**src/rtl/asic_clk_divider.sv**
```systemverilog
// asic_clk_divider: two-stage synchronous clock divider.
// Stage 1 is a prescaler that ticks every (divN+1) cycles, or every cycle when
// bypassed, and toggles a 50%-duty divided clock on each tick. Stage 2 counts
// prescaler ticks and emits a one-cycle clock-enable pulse every (divM+1)
// ticks. Everything runs in the single clk domain, and both outputs come
// straight from flops.
module asic_clk_divider #(
    parameter int p_divN_bits = 1,
    parameter int p_divM_bits = 3
) (
    input  logic                   clk,
    input  logic                   reset,
    input  logic                   en_divN,
    input  logic [p_divN_bits-1:0] divN,
    input  logic [p_divM_bits-1:0] divM,
    output logic                   clk_prescale_o,
    output logic                   clk_gate_o
);

    // Prescaler state. r_divN_act holds the divisor for the current period.
    logic [p_divN_bits-1:0] r_cntN;
    logic [p_divN_bits-1:0] r_divN_act;

    // Gate-stage state. r_divM_act holds the divisor for the current gate period.
    logic [p_divM_bits-1:0] r_cntM;
    logic [p_divM_bits-1:0] r_divM_act;

    // Output flops.
    logic r_clk_prescale;
    logic r_clk_gate;

    // Prescaler tick. In bypass it fires every cycle. When enabled it fires
    // when the counter reaches the active limit.
    logic w_tickN;
    assign w_tickN = en_divN ? (r_cntN == r_divN_act) : 1'b1;

    // Prescaler counter. A new divN is captured only at a period boundary, or
    // continuously while bypassed, so a smaller value can never strand the
    // counter above its limit.
    always_ff @(posedge clk) begin
        // NOTE: sequential state uses non-blocking assignments so every flop
        // samples the pre-edge values, regardless of statement order.
        if (reset) begin
            r_cntN     <= '0;
            r_divN_act <= divN;
        end else if (!en_divN || w_tickN) begin
            r_cntN     <= '0;
            r_divN_act <= divN;
        end else begin
            r_cntN     <= r_cntN + 1'b1;
        end
    end

    // Divided clock. It toggles once per prescaler tick.
    always_ff @(posedge clk) begin
        if (reset) begin
            r_clk_prescale <= 1'b0;
        end else if (w_tickN) begin
            r_clk_prescale <= ~r_clk_prescale;
        end
    end

    // Gate stage. It advances only on prescaler ticks and pulses on the
    // terminal tick. The pulse lasts one cycle, because any cycle without a
    // tick clears it.
    always_ff @(posedge clk) begin
        if (reset) begin
            r_cntM     <= '0;
            r_divM_act <= divM;
            r_clk_gate <= 1'b0;
        end else if (w_tickN) begin
            if (r_cntM == r_divM_act) begin
                r_cntM     <= '0;
                r_divM_act <= divM;
                r_clk_gate <= 1'b1;
            end else begin
                r_cntM     <= r_cntM + 1'b1;
                r_clk_gate <= 1'b0;
            end
        end else begin
            r_clk_gate <= 1'b0;
        end
    end

    assign clk_prescale_o = r_clk_prescale;
    assign clk_gate_o     = r_clk_gate;

endmodule

```
**config.mk**
```make
export PLATFORM = sky130hd
export DESIGN_NAME = asic_clk_divider
export DESIGN_NICKNAME = d
export VERILOG_FILES = /design/src/rtl/asic_clk_divider.sv
export SDC_FILE = /design/constraint.sdc
export NUM_CORES = 1
export LEC_CHECK = 0
export ABC_AREA = 1
export CORE_AREA = 4 4 41 43
export CTS_CLUSTER_SIZE = 30
export DETAILED_ROUTE_END_ITERATION = 12
export DIE_AREA = 0 0 45 47
export GPL_TIMING_DRIVEN = 0
export SYNTH_ARGS = -nofsm -noshare
export SYNTH_HDL_FRONTEND = slang
export SYNTH_SLANG_ARGS = --single-unit
```
**constraint.sdc**
```tcl
create_clock -name clk -period 2.6 [get_ports clk]
set_input_delay 0.78 -clock clk [delete_from_list [all_inputs] [get_ports clk]]
set_output_delay 0.78 -clock clk [all_outputs]
set_load 0.02 [all_outputs]
```
==> flow_summary.json <==
{
  "cts_htree_levels": 1,
  "path_clk_slew_ns": 0.06,
  "synth_fp_nets": 61,
  "rsz0062_at_grt": "no",
  "cts_setup_buffers": 0,
  "ios": 9,
  "vdd_drop_max_uv": 378,
  "nNetsFinal": 74,
  "dp_cells": 76,
  "fin_cells": 80,
  "synth-seq-cells": 10,
  "die_w_um": 45,
  "grt_max_degree": 7,
  "grtUsageTotal": 0.0876,
  "slew_viol_final": 0,
  "cts_root_buffer": "clkbuf_4",
  "nFillCells": 146,
  "synthXorXnorAreaFrac": 0.0192,
  "antenna_cells": 0,
  "drtIter0Drc": 9,
  "drtPass1Iterations": 4,
  "syn_to_final_growth_pct": 27.5,
  "dieHeight_um": 47,
  "synth_cell_types": 15,
  "setup_violations": 0,
  "crit_path_end_kind": "primary output",
  "crit_cells": 1,
  "hold_path_class": "reg2reg",
  "clock.fmax_mhz": 503,
  "seq_area_um2": 240,
  "start_util": 0.350,
  "fin_crit_sh": 0.765,
  "crit_buf_inv": 1,
  "cap_violations": 0,
  "drtAntennaViolNets": 0,
  "std_cell_rows": 13,
  "synth-adder-area-share": 0.0275,
  "yosys.area_share.simple": 0.324,
  "ys_seq_area_frac": 0.527,
  "pre_cts_slack_ns": 0.726,
  "setup-tns-final_ns": 0,
  "synth-compound-area-share": 0.0110,
  "layout-drive-gt1-share": 0.154,
  "clockBufferDepth": 2,
  "port_buffers": 8,
  "yosys_warnings": 0,
  "multiInputGateArea_um2": 174,
  "synthMuxAreaShare": 0,
  "crit_arrival_ns": 1.21,
  "vias": 342,
  "cts_buffers": 3,
  "critPathKind": "reg2out",
  "min_period_ns": 1.99,
  "crit_required_ns": 1.82,
  "hpwl_um": 585,
  "cp_cell_sequence": "clkdlybuf4s50_1",
  "worstPathMaxFanout": 3,
  "syn-instance-count": 53,
  "cts_sinks": 10,
  "hold_viol_final": 0,
  "critical_path.top_delay_family": "buffers and inverters",
  "worstSkewPairLatency_ns": 0.26,
  "slew_headroom": 0.854,
  "cts_tree": "built",
  "worst_slack_ns": 0.612,
  "avgSynthCellArea_um2": 8.59,
  "netlist_area_um2": 455,
  "holdBufCountCts": 0,
  "p_leak_nw": 0.262,
  "powerDensity_nw_per_um2": 618,
  "skew_ns": 0.00135,
  "hold_depth": 1,
  "slowest_delay_ns": 0.61,
  "status": "completed",
  "r2r.worst_path.cells": 6,
  "synth_top_family_by_area": "simple AND/OR/NAND/NOR gates",
  "coreArea_um2": 1300,
  "grt-ovfl-total": 0,
  "post-route-util": 0.446,
  "critical-path-slowest-cell": "clkdlybuf4s50_1",
  "grt_pass1_wl_mm": 1.17,
  "worst_pin_slew_ns": 0.219,
  "die_area_um2": 2120,
  "antenna_found_initial": 0,
  "post_cts_resized": 0,
  "grt_pass1_vias": 284,
  "worst_setup_path_start_kind": "flip-flop",
  "via_per_inst": 4.28,
  "wl_per_cell_um": 8.69,
  "routabilityCongestion": 0.706,
  "drt_wl_total_um": 695,
  "drc_errors": 0
}
report_power, final:
part	leakage, nW	total (mW)	switching, mW	internal (mW)
Combinational	0.157	0.0630	0.0339	0.0291
Sequential	0.0893	0.188	0.00940	0.178
Clock	0.0150	0.108	0.0485	0.0591
Total	0.262	0.359	0.0918	0.267
metal layers:
layer | wire (µm) | up-vias | track usage
met4 | 16 | 0 | 0.0526
met2 | 362 | 9 | 0.141
li1 | - | 185 | -
met3 | 60 | 4 | 0.0690
met1 | 256 | 144 | 0.0769
met5 | 0 | - | 0
cell families (layout without fill, tap and decap cells):
kind of cell | count (synthesis) | after routing
buf+inv | 11 | 23
xor+xnor | 1 | 1
simple gates | 29 | 29
compound gates | 1 | 1
flops | 10 | 10
fa+ha+maj | 1 | 1
cell usage after synthesis:
cell | instances | area share
o21ai_0 | 1 | 0.011
xnor2_1 | 1 | 0.019
ha_1 | 1 | 0.027
inv_2 | 1 | 0.0082
nand3b_1 | 1 | 0.016
dfxtp_1 | 6 | 0.26
nand2_1 | 18 | 0.15
inv_1 | 10 | 0.082
edfxtp_1 | 4 | 0.26
nand2_2 | 2 | 0.027
nand3_4 | 1 | 0.038
nor2_1 | 1 | 0.0082
nor2_4 | 1 | 0.025
nand3_1 | 3 | 0.033
nor2_2 | 2 | 0.027
final cells by class:
class / count / share of cell area
inverter: 11 / 0.0711
timing repair buffer: 8 / 0.138
clock buffer: 4 / 0.0453
tap: 15 / 0.0323
sequential: 10 / 0.414
multi-input combinational: 32 / 0.300
path summary, 6_finish.rpt:
check | start | endpoint | slack, ns
worst max register to register | r_cntM[0]$_SDFFE_PP0P_ | r_divM_act[1]$_DFFE_PP_ | 1.44
worst max-delay path | clk_prescale_o$_SDFFE_PP0P_ | clk_prescale_o | 0.61
worst min register to register | clk_prescale_o$_SDFFE_PP0P_ | clk_prescale_o$_SDFFE_PP0P_ | 0.48
worst min-delay path | clk_prescale_o$_SDFFE_PP0P_ | clk_prescale_o$_SDFFE_PP0P_ | 0.48
metrics by stage:
step	hold WS, ns	power, mW	instance area [µm²]
floorplan	0.459	0.231	455
global placement	0.465	0.253	554
detailed placement	0.474	0.256	554
CTS	0.485	0.364	581
global route	0.500	0.385	581
finish	0.479	0.359	581
sequential cells by signal, summed over array words and instances, names as in the netlist:
name            cells
r_cntN              1
r_divN_act          1
r_divM_act          3
clk_gate_o          1
clk_prescale_o      1
r_cntM              3
cell usage in the layout (no fill, tap or decap):
cell type and count:
nor2_2 2, nand3_1 3, nor2_1 1, nor2_4 1
ha_1 1, inv_1 10, nand3_4 1, clkdlybuf4s50_1 8
nand2_1 18, nand3b_1 1, nand2_2 2, xnor2_1 1
clkbuf_4 3, o21ai_0 1, edfxtp_1 4, inv_2 1
dfxtp_1 6, clkbuf_1 1
No activity file was read; power rests on OpenSTA's default activity.
